File: config.mk
export PLATFORM = sky130hd
export DESIGN_NAME = l15_req_arbiter
export DESIGN_NICKNAME = d
export VERILOG_FILES = /design/src/rtl/l15_req_arbiter.sv
export SDC_FILE = /design/constraint.sdc
export NUM_CORES = 1
export LEC_CHECK = 0
export CAP_MARGIN = 0
export CORE_AREA = 2 2 292 294
export CTS_BUF_LIST = sky130_fd_sc_hd__clkbuf_16
export CTS_CLUSTER_DIAMETER = 150
export DETAILED_ROUTE_END_ITERATION = 10
export DIE_AREA = 0 0 294 296
export GPL_TIMING_DRIVEN = 0
export HOLD_SLACK_MARGIN = 0.03
export PLACE_DENSITY_LB_ADDON = 0.25
export SYNTH_ARGS = -nofsm -noshare
export SYNTH_HDL_FRONTEND = slang
export SYNTH_SLANG_ARGS = --single-unit
export TNS_END_PERCENT = 100
File: constraint.sdc
create_clock -name clk -period 9.11 [get_ports clk]
set_input_delay 0.911 -clock clk [delete_from_list [all_inputs] [get_ports clk]]
set_output_delay 0.911 -clock clk [all_outputs]
set_load 0.02 [all_outputs]
File: src/rtl/l15_req_arbiter.sv
// Arbitrates the single L1.5 transducer port between the instruction-fetch and data-memory requesters.
// Holds the grant from request issue until the response is consumed, with starvation control on the losing side.
module l15_req_arbiter #(
    parameter int unsigned ADDR_W       = 40,
    parameter int unsigned DATA_W       = 64,
    parameter int unsigned MEM_PRIORITY = 1,
    parameter int unsigned STARVE_LIMIT = 4
) (
    input  logic              clk,
    input  logic              rst,
    // instruction requester
    input  logic              i_l15_val,
    input  logic [4:0]        i_l15_rqtype,
    input  logic [2:0]        i_l15_size,
    input  logic [ADDR_W-1:0] i_l15_address,
    input  logic [DATA_W-1:0] i_l15_data,
    input  logic              i_l15_req_ack,
    output logic              l15_i_header_ack,
    output logic              l15_i_ack,
    output logic              l15_i_val,
    output logic [DATA_W-1:0] l15_i_data_0,
    output logic [DATA_W-1:0] l15_i_data_1,
    output logic [3:0]        l15_i_returntype,
    // memory requester
    input  logic              m_l15_val,
    input  logic [4:0]        m_l15_rqtype,
    input  logic [2:0]        m_l15_size,
    input  logic [ADDR_W-1:0] m_l15_address,
    input  logic [DATA_W-1:0] m_l15_data,
    input  logic              m_l15_req_ack,
    output logic              l15_m_header_ack,
    output logic              l15_m_ack,
    output logic              l15_m_val,
    output logic [DATA_W-1:0] l15_m_data_0,
    output logic [DATA_W-1:0] l15_m_data_1,
    output logic [3:0]        l15_m_returntype,
    // downstream transducer port
    output logic              transducer_l15_val,
    output logic [4:0]        transducer_l15_rqtype,
    output logic [2:0]        transducer_l15_size,
    output logic [ADDR_W-1:0] transducer_l15_address,
    output logic [DATA_W-1:0] transducer_l15_data,
    output logic              transducer_l15_req_ack,
    input  logic              l15_transducer_ack,
    input  logic              l15_transducer_header_ack,
    input  logic              l15_transducer_val,
    input  logic [DATA_W-1:0] l15_transducer_data_0,
    input  logic [DATA_W-1:0] l15_transducer_data_1,
    input  logic [3:0]        l15_transducer_returntype,
    // status
    output logic              grant_mem,
    output logic              busy
);

    localparam int unsigned STREAK_W = $clog2(STARVE_LIMIT + 1);
    localparam logic [STREAK_W-1:0] STREAK_MAX = STREAK_W'(STARVE_LIMIT);

    typedef enum logic [1:0] {
        ST_IDLE = 2'd0,
        ST_REQ  = 2'd1,
        ST_RESP = 2'd2
    } state_t;

    state_t                r_state, w_state_nxt;
    logic                  r_owner_mem, w_owner_mem_nxt;
    logic [STREAK_W-1:0]   r_streak, w_streak_nxt;
    logic                  r_tval, w_tval_nxt;
    logic [4:0]            r_rqtype, w_rqtype_nxt;
    logic [2:0]            r_size, w_size_nxt;
    logic [ADDR_W-1:0]     r_addr, w_addr_nxt;
    logic [DATA_W-1:0]     r_data, w_data_nxt;

    logic w_prio_mem, w_both, w_starved, w_win_mem, w_owner_req_ack;
    logic w_in_req, w_in_resp, w_own_i, w_own_m;

    assign w_prio_mem = (MEM_PRIORITY != 0);
    assign w_both     = i_l15_val && m_l15_val;
    assign w_starved  = (r_streak == STREAK_MAX);
    // A saturated streak hands a contested grant to the non-priority side.
    assign w_win_mem  = w_both ? (w_starved ? !w_prio_mem : w_prio_mem) : m_l15_val;
    assign w_owner_req_ack = r_owner_mem ? m_l15_req_ack : i_l15_req_ack;

    // State and latched request fields
    always_ff @(posedge clk or posedge rst) begin
        if (rst) begin
            r_state     <= ST_IDLE;
            r_owner_mem <= 1'b0;
            r_streak    <= '0;
            r_tval      <= 1'b0;
            r_rqtype    <= '0;
            r_size      <= '0;
            r_addr      <= '0;
            r_data      <= '0;
        end else begin
            r_state     <= w_state_nxt;
            r_owner_mem <= w_owner_mem_nxt;
            r_streak    <= w_streak_nxt;
            r_tval      <= w_tval_nxt;
            r_rqtype    <= w_rqtype_nxt;
            r_size      <= w_size_nxt;
            r_addr      <= w_addr_nxt;
            r_data      <= w_data_nxt;
        end
    end

    // Next-state, grant and streak bookkeeping
    always_comb begin
        w_state_nxt     = r_state;
        w_owner_mem_nxt = r_owner_mem;
        w_streak_nxt    = r_streak;
        w_tval_nxt      = r_tval;
        w_rqtype_nxt    = r_rqtype;
        w_size_nxt      = r_size;
        w_addr_nxt      = r_addr;
        w_data_nxt      = r_data;
        case (r_state)
            ST_IDLE: begin
                if (i_l15_val || m_l15_val) begin
                    w_state_nxt     = ST_REQ;
                    w_owner_mem_nxt = w_win_mem;
                    w_tval_nxt      = 1'b1;
                    w_rqtype_nxt    = w_win_mem ? m_l15_rqtype  : i_l15_rqtype;
                    w_size_nxt      = w_win_mem ? m_l15_size    : i_l15_size;
                    w_addr_nxt      = w_win_mem ? m_l15_address : i_l15_address;
                    w_data_nxt      = w_win_mem ? m_l15_data    : i_l15_data;
                    if (w_both && (w_win_mem == w_prio_mem))
                        w_streak_nxt = w_starved ? STREAK_MAX : r_streak + STREAK_W'(1);
                    else
                        w_streak_nxt = '0;
                end
            end
            ST_REQ: begin
                if (l15_transducer_header_ack || l15_transducer_ack) begin
                    w_state_nxt = ST_RESP;
                    w_tval_nxt  = 1'b0;
                end
            end
            ST_RESP: begin
                if (l15_transducer_val && w_owner_req_ack)
                    w_state_nxt = ST_IDLE;
            end
            default: begin
                w_state_nxt = ST_IDLE;
                w_tval_nxt  = 1'b0;
            end
        endcase
    end

    assign w_in_req  = (r_state == ST_REQ);
    assign w_in_resp = (r_state == ST_RESP);
    assign w_own_i   = !r_owner_mem;
    assign w_own_m   = r_owner_mem;

    // Handshakes and response data reach the owner only
    assign l15_i_header_ack = w_in_req && w_own_i && l15_transducer_header_ack;
    assign l15_m_header_ack = w_in_req && w_own_m && l15_transducer_header_ack;
    assign l15_i_ack        = w_in_req && w_own_i && l15_transducer_ack;
    assign l15_m_ack        = w_in_req && w_own_m && l15_transducer_ack;
    assign l15_i_val        = w_in_resp && w_own_i && l15_transducer_val;
    assign l15_m_val        = w_in_resp && w_own_m && l15_transducer_val;
    assign l15_i_data_0     = (w_in_resp && w_own_i) ? l15_transducer_data_0 : '0;
    assign l15_i_data_1     = (w_in_resp && w_own_i) ? l15_transducer_data_1 : '0;
    assign l15_i_returntype = (w_in_resp && w_own_i) ? l15_transducer_returntype : '0;
    assign l15_m_data_0     = (w_in_resp && w_own_m) ? l15_transducer_data_0 : '0;
    assign l15_m_data_1     = (w_in_resp && w_own_m) ? l15_transducer_data_1 : '0;
    assign l15_m_returntype = (w_in_resp && w_own_m) ? l15_transducer_returntype : '0;

    assign transducer_l15_val     = r_tval;
    assign transducer_l15_rqtype  = r_rqtype;
    assign transducer_l15_size    = r_size;
    assign transducer_l15_address = r_addr;
    assign transducer_l15_data    = r_data;
    assign transducer_l15_req_ack = w_in_resp && w_owner_req_ack;

    assign busy      = (r_state != ST_IDLE);
    assign grant_mem = busy && r_owner_mem;

endmodule
# Yosys cells after proc, flatten, opt, wreduce, memory -nomap -nowiden

Cells that the tools add are included.

Reductions and logical operators: 23
Equality and inequality tests: 6
Muxes and demuxes: 22
Add/sub/neg operators: 1
Bitwise gates (word level): 1

Operators with widths:

| operator                                             | count |
|---|---|
| two-way mux 64 bit                                   | 5 |
| two-way mux 40 bit                                   | 1 |
| logical AND 1 bit                                    | 15 |
| two-way mux 3 bit                                    | 3 |
| two-way mux 4 bit                                    | 2 |
| two-way mux 2 bit                                    | 3 |
| case mux 2 bit (3 select lines)                      | 1 |
| AND reduction 3 bit                                  | 2 |
| two-way mux 1 bit                                    | 5 |
| two-way mux 5 bit                                    | 1 |
| != test 2 x 1 -> 1 bit (second input constant)       | 2 |
| adder 3 x 1 -> 3 bit (second input constant)         | 1 |
| equality test 3 bit (second input constant)          | 1 |
| case mux 1 bit (3 select lines)                      | 1 |
| equality test 2 x 1 -> 1 bit (second input constant) | 1 |
| equality test 2 bit (second input constant)          | 1 |
| logical NOT 2 bit                                    | 1 |
| logical OR 1 bit                                     | 2 |
| != test 2 bit (second input constant)                | 1 |
| AND reduction 2 bit                                  | 1 |
| nonzero test 2 bit                                   | 1 |
| logical NOT 1 bit                                    | 1 |
| inverter 1 bit                                       | 1 |

Register bits after elaboration: 119
Output and inout port bits: 386
Logic and storage cells: 61
Input bits: 365

# Logic depth before layout (Yosys ltp)

Gate-level depths: netlist (run 1).

Word-level depth: 5
Gate-level depth with buffers: 7
Depth with buffers taken out: 5

# Worst setup path after synthesis (run 1)

OpenSTA, ideal clock, no wires.

Kind: register to output
From: reg r_state[1]
To: out grant_mem
Path buffers: 2
Arrival time: 1447 ps
Slack: 6752 ps
Stages on the path, launching flop included: 5
Path through: dfrtp_1 > or2_1 > buf_2 > clkbuf_1 > and2_1

Cells in the longest elaborated chain, start to end: 2

Ends and longest elaborated chain:

| what                     | line | source |
|---|---|---|
| start: declaration       | 64   | `state_t r_state, w_state_nxt;` |
| start signal: assignment | 95   | `r_state <= w_state_nxt;` |
| nonzero test 2 bit       | 175  | `assign busy = (r_state != ST_IDLE);` |
| named net busy           | 52   | `output logic busy` |
| logical AND 1 bit        | 176  | `assign grant_mem = busy && r_owner_mem;` |
| end: declaration         | 51   | `output logic grant_mem,` |

The timed path passes the listed nets, and every way through them passes these cells.

# Worst setup path after layout (run 1)

From: reg r_state[0]
To: out l15_m_data_1[17]

Cells in the longest elaborated chain, start to end: 3

Ends and longest elaborated chain:

| what                | line | source |
|---|---|---|
| equality test 2 bit | 150  | `assign w_in_resp = (r_state == ST_RESP);` |
| logical AND 1 bit   | 165  | `assign l15_m_data_1 = (w_in_resp && w_own_m) ? l15_transducer_data_1 : '0;` |
| two-way mux 64 bit  | 165  |  |
| end: declaration    | 35   | `output logic [DATA_W-1:0] l15_m_data_1,` |

Every way passes these cells.

==> results of run 1 <==
flip-flops by register name, summed over array words and instances, names as in the netlist:
signal,cells
transducer_l15_address,40
transducer_l15_val,1
r_streak,3
transducer_l15_data,64
r_owner_mem,1
r_state,2
transducer_l15_rqtype,5
transducer_l15_size,3
power by group through the flow:
stage	logic [mW]	clock network, mW	registers [mW]
finish	3.03	0.739	0.970
global placement	3.06	0	0.969
floorplan	1.17	0	1.25
CTS	3.08	0.770	0.972
detailed placement	3.06	0	0.975
global route	3.22	0.785	1.00
placed cells by master (no fill, tap or decap), drive strengths merged:
| cell type | instances |
|---|---|
| a2111o | 1 |
| a21o | 1 |
| a21oi | 1 |
| a2bb2oi | 112 |
| a311oi | 112 |
| and2 | 267 |
| and3 | 5 |
| buf | 41 |
| bufinv | 3 |
| clkbuf | 91 |
| clkdlybuf4s50 | 749 |
| clkinv | 6 |
| clkinvlp | 1 |
| dfrtp | 119 |
| diode | 15 |
| ha | 2 |
| inv | 10 |
| mux2i | 1 |
| nand2 | 3 |
| nand2b | 2 |
| nand3 | 1 |
| nor2 | 7 |
| nor2b | 2 |
| nor4b | 1 |
| o21a | 1 |
| o21ai | 113 |
| o22ai | 2 |
| o2bb2ai | 1 |
| o31ai | 1 |
| o32ai | 1 |
| or2 | 2 |
metal layers:
metal	routed length, um	share of wire	up-vias
met5	100	0.0015	-
met4	2520	0.037	16
met3	5550	0.082	98
met2	34100	0.51	510
met1	25100	0.37	5130
li1	-	-	4829
cell type report:
class,instances,area [sq um]
Clock buffer,17,425
Inverter,5,23.8
Antenna cell,15,37.5
Tap cell,1090,1360
Timing Repair Buffer,750,7520
Clock inverter,15,175
Multi-Input combinational cell,639,4440
Sequential cell,119,2980
Fill cell,9274,66800
Buffer,114,473
Yosys cell counts:
cell         n  share of area
mux2i_1      1         0.0013
or2_1        2         0.0016
dfrtp_1    119           0.38
a21o_1       1        0.00095
nor4b_1      1         0.0011
o21ai_1     80          0.051
and3_1       5         0.0040
inv_1        4         0.0019
inv_2        1        0.00047
buf_1       11         0.0052
o21ai_0     33          0.021
o21a_1       1        0.00095
buf_6        1         0.0014
nor2_1       3         0.0014
a2111o_1     1         0.0014
nor2_2       2         0.0016
nand2b_1     2         0.0016
ha_1         2         0.0032
clkbuf_1    74          0.035
buf_4        1        0.00095
nand2_1      3         0.0014
a311oi_1   112           0.12
nor2_4       2         0.0028
a21oi_1      1        0.00063
buf_2       27          0.017
o2bb2ai_1    1         0.0011
o32ai_1      1         0.0011
o22ai_1      2         0.0016
and2_1     267           0.21
a2bb2oi_1  112           0.12
nand3_1      1        0.00063
o31ai_1      1        0.00095
nor2b_1      2         0.0016
how the worst max path moves through the flow:
stage	to	slack, ps	startpoint	depth (start not counted)
6_report	l15_m_data_1[17]	5000	r_state[0]	6
5_1_grt	grant_mem	4730	r_state[0]	5
4_1_cts	grant_mem	4780	r_state[0]	5
3_5_place_dp	grant_mem	5330	r_state[1]	5
3_3_place_gp	transducer_l15_address[23]	2400	rst	2
2_1_floorplan	r_owner_mem	5040	rst	1
worst max-delay path, cell delays in order, from the launching register on:
cell and delay, ps:
dfrtp_1 430, nand2b_1 260, nor2_2 410, buf_2 340, clkbuf_1 390, and2_1 250
clkdlybuf4s50_1 640
cells by family (layout without fill, tap and decap cells):
kind of cell | Yosys count | in the layout
other | 0 | 15
AO/OA/AOI/OAI | 346 | 346
adder cells (fa/ha/maj) | 2 | 2
AND/OR/NAND/NOR | 290 | 290
multiplexers | 1 | 1
buffers and inverters | 119 | 901
flip-flops | 119 | 119
per-stage QoR:
stage          total power, mW  hold slack (ps)  cells   util  cell area [sq um]
3_3_place_gp              4.03              489   2716  0.199              16800
6_report                  4.74              535   2764  0.207              17400
3_5_place_dp              4.03              526   2717  0.200              16800
2_1_floorplan             2.43              504    877      -               7910
5_1_grt                   5.00              559   2762  0.207              17400
4_1_cts                   4.82              540   2749  0.207              17400
==> flow_summary.json, run 1 <==
{
  "status": "finished clean",
  "setup_ws_ps": 5000,
  "p_comb_frac": 0.640,
  "crit_arrival_ps": 3200,
  "numPortBuffers": 749,
  "muxShareOfSynthArea": 0.00127,
  "ys_warn_count": 0,
  "cts.clk_slew.worst_paths_ps": 70,
  "cts_root_buf": "clkbuf_16",
  "clock_path_buffers": 2,
  "track_usage": 0.148,
  "synth-xor-area-share": 0,
  "synth_seq_cells": 119,
  "ys_seq_area_frac": 0.376,
  "first_iter_violations": 440,
  "r2r-start": "r_streak[0]",
  "reg2reg_slack_ps": 6490,
  "ctsResizeCount": 0,
  "fmax_mhz": 243,
  "whs_path_depth": 1,
  "overflow": 0,
  "top_usage_layer": "met2",
  "synthSimpleGateAreaFrac": 0.229,
  "swShare": 0.440,
  "firstDrtPassIters": 4,
  "rsz0062_at_grt": "no",
  "power.static_leakage_nw": 6.22,
  "drt-total-wl_mm": 67.3,
  "synth.distinct_cells": 33,
  "coreArea_sq_mm": 0.0842,
  "finClkSkew_ps": 26.3,
  "synth_compound_area_frac": 0.328,
  "layout.nets": 2013,
  "powerDensity_mw_per_mm2": 272,
  "num_rows": 107,
  "die_w_um": 294,
  "cp-end-kind": "output port",
  "synth_top_family_by_area": "compound AO/OA/AOI/OAI gates",
  "hold_class": "register to register",
  "min-delay-start": "transducer_l15_val",
  "hpwl_mm": 55.9,
  "ir_drop_mv": 0.141,
  "gr-usage-met3": 0.0518,
  "r2r_cells": 7,
  "remaining_drc_errors": 0,
  "grt_max_degree": 76,
  "slew_viol_final": 0,
  "clk_latency_ps": 480,
  "fin_crit_sh": 0.451,
  "synth.avg_cell_area_sq_um": 9.02,
  "cts.sinks": 119,
  "internal_power_mw": 2.66,
  "grt_antenna_before_repair": 39,
  "hold_path_end": "transducer_l15_val",
  "setup-violations-final": 0,
  "syn_area_sq_mm": 0.00791,
  "use_met2": 0.260,
  "h-tree-depth": 4,
  "place_congestion": 0.885,
  "yosys.area_share.adder": 0.00316,
  "initial_core_util": 0.0939,
  "clock_power_share": 0.156,
  "tightest_slew_ps": 886,
  "die_y_um": 296,
  "cts_tree": "built",
  "drt-wirelength-per-cell_um": 24.4,
  "numCtsBuffers": 17,
  "crit_fanout": 10,
  "area_delta_synth_final_pct": 120,
  "drive_gt1_frac": 0.0392,
  "required_ps": 8200,
  "maxCapViolCount": 0,
  "p_switching_mw": 2.09,
  "tns_ps": 0,
  "r2r-end": "transducer_l15_size[2]",
  "dpl_worst_slack_ps": 5330,
  "ctsHoldBuffers": 0,
  "pin_count": 751,
  "slew_headroom": 0.409,
  "crit_type": "register to output port",
  "grt_use_met1": 0.157,
  "hold_viol": 0,
  "setup.worst_path.start_class": "register",
  "synth_cells": 877,
  "grt_pass1_vias": 11247,
  "route.antenna.remaining_nets": 0,
  "via_count": 10583,
  "vias_per_cell": 3.83,
  "finalCriticalPeriod_ps": 4110,
  "post-cts-setup-buffer-count": 0,
  "grt_pass1_wl_mm": 90.4,
  "seqPwrFrac": 0.205,
  "fp.dieArea_sq_mm": 0.0870,
  "synth_fp_nets": 1244
}
(Power assumes the default switching activity.)
==> run 2, diff against run 1 <==
--- a/config.mk
+++ b/config.mk
@@ -6,11 +6,11 @@
 export NUM_CORES = 1
 export LEC_CHECK = 0
 export CAP_MARGIN = 0
-export CORE_AREA = 2 2 292 294
+export CORE_AREA = 2 2 290 292
 export CTS_BUF_LIST = sky130_fd_sc_hd__clkbuf_16
 export CTS_CLUSTER_DIAMETER = 150
 export DETAILED_ROUTE_END_ITERATION = 10
-export DIE_AREA = 0 0 294 296
+export DIE_AREA = 0 0 292 294
 export GPL_TIMING_DRIVEN = 0
 export HOLD_SLACK_MARGIN = 0.03
 export PLACE_DENSITY_LB_ADDON = 0.25
==> constraint.sdc (replaced) <==
create_clock -name clk -period 3.65 [get_ports clk]
set_input_delay 0.365 -clock clk [delete_from_list [all_inputs] [get_ports clk]]
set_output_delay 0.365 -clock clk [all_outputs]
set_load 0.02 [all_outputs]
==> run 2 against run 1 <==
  * Routed wire length fell by 1.4%
  * First-iteration DRC count increased by 22%
  * Utilization rose by 0.34 points
  * Combinational power is 150% higher
  * Sequential share of layout area about the same
  * Clock-buffer cell count unchanged
  * Via count up 0.98%
  * Setup slack got worse by 4800 ps
  * Largest cell class unchanged
==> flow_summary.json, run 2 (synthesis results as in run 1) <==
{
  "status": "finished clean",
  "hold_class": "input pin to async pin",
  "hpwl_mm": 55.9,
  "power.total_mw": 11.8,
  "drt-wirelength-per-cell_um": 24.1,
  "die_y_um": 294,
  "area_delta_synth_final_pct": 121,
  "required_ps": 3280,
  "firstDrtPassIters": 7,
  "tns_ps": 0,
  "instances_no_fill": 2753,
  "drive_gt1_frac": 0.0434,
  "powerDensity_mw_per_mm2": 674,
  "dp_cells": 2707,
  "clock_path_buffers": 2,
  "grt_pass1_vias": 11317,
  "num_rows": 106,
  "cts_root_buf": "clkbuf_16",
  "remaining_drc_errors": 0,
  "crit_arrival_ps": 3050,
  "numPortBuffers": 749,
  "whs_ps": 303,
  "setup.worst_path.start_class": "register",
  "track_usage": 0.149,
  "power.static_leakage_nw": 6.23,
  "fin_crit_sh": 0.936,
  "route.antenna.remaining_nets": 0,
  "crit_type": "register to output port",
  "largest_reg_flops": 64,
  "fill_cells": 9058,
  "ctsHoldBuffers": 0,
  "drt-total-wl_mm": 66.4,
  "via_count": 10687,
  "layout.nets": 2014,
  "slew_viol_final": 0,
  "setup_ws_ps": 233,
  "final_cell_area_sq_mm": 0.0175,
  "dpl_worst_slack_ps": 28.9,
  "cts.clk_slew.worst_paths_ps": 60,
  "pin_count": 751,
  "hold_viol": 0,
  "final_core_util": 0.211,
  "die_w_um": 292,
  "cp-end-kind": "output port",
  "cts_tree": "built",
  "tightest_slew_ps": 770,
  "grt_max_degree": 79,
  "dpl_cell_area_sq_mm": 0.0168,
  "fmax_mhz": 293,
  "grt_pass1_wl_mm": 90.4,
  "cts.sinks": 119,
  "first_iter_violations": 535,
  "grt_antenna_before_repair": 43,
  "clk_latency_ps": 470,
  "crit_fanout": 10,
  "coreArea_sq_mm": 0.0829,
  "vias_per_cell": 3.88,
  "slew_headroom": 0.486,
  "numCtsBuffers": 17,
  "maxCapViolCount": 0,
  "finClkSkew_ps": 19.5,
  "place_congestion": 0.936,
  "rsz0062_at_grt": "no",
  "setup-violations-final": 0,
  "fp.dieArea_sq_mm": 0.0858,
  "final_cell_mix": "clkdlybuf4s50_1, and2_1, dfrtp_1",
  "overflow": 0,
  "initial_core_util": 0.0954,
  "final_common_cell": "clkdlybuf4s50_1",
  "h-tree-depth": 4,
  "ir_drop_mv": 0.359,
  "finalCriticalPeriod_ps": 3420
}
[run 2: what timing repair did]
| action | CTS | global route |
|---|---|---|
| pin swaps | 1 | 1 |
| buffers inserted | 1 | 1 |
| resized for setup | 5 | 2 |
| hold endpoints to repair | 0 | 0 |
| endpoints found under the setup margin | 151 | 11 |
[run 2: path summary, 6_finish.rpt]
path | to | cells past startpoint | from | slack (ps)
worst max-delay path | l15_i_data_1[54] | 6 | r_state[0] | 230
worst min-delay path | transducer_l15_data[34] | 2 | rst | 300
worst max register to register | transducer_l15_data[0] | 7 | r_streak[0] | 1360
worst min register to register | transducer_l15_val | 1 | transducer_l15_val | 510
max in group asynchronous | transducer_l15_address[23] | 3 | rst | 2500
min in group clk | transducer_l15_data[15] | 3 | i_l15_data[15] | 470
[run 2: final cells by class]
cell class / count / area [sq um] / share of cell area
clock buffer: 17 / 425 / 0.0244
antenna: 13 / 32.5 / 0.00186
sequential: 119 / 2980 / 0.171
buffer: 113 / 473 / 0.0271
clock inverter: 15 / 178 / 0.0102
timing repair buffer: 752 / 7540 / 0.432
tap: 1080 / 1350 / 0.0774
multi-input combinational: 639 / 4450 / 0.255
inverter: 5 / 23.8 / 0.00136
[run 2: report_power, final]
| group | switching, mW | total [mW] | internal [mW] |
|---|---|---|---|
| Clock | 0.721 | 1.79 | 1.07 |
| Sequential | 0.426 | 2.42 | 1.99 |
| Combinational | 3.98 | 7.55 | 3.58 |
| Total | 5.12 | 11.8 | 6.64 |
[run 2: worst max-delay path, stage by stage (launching register included)]
cell	delay (ps)
dfrtp_1	440
nand2b_1	330
nor2_4	220
buf_2	250
clkbuf_1	370
and2_1	310
clkdlybuf4s50_1	650
[run 2: metal layers]
metal	global-route usage	share of wire
met2	0.268	0.51
met4	0.0557	0.035
met1	0.164	0.38
met3	0.0434	0.070
met5	0	0.0012
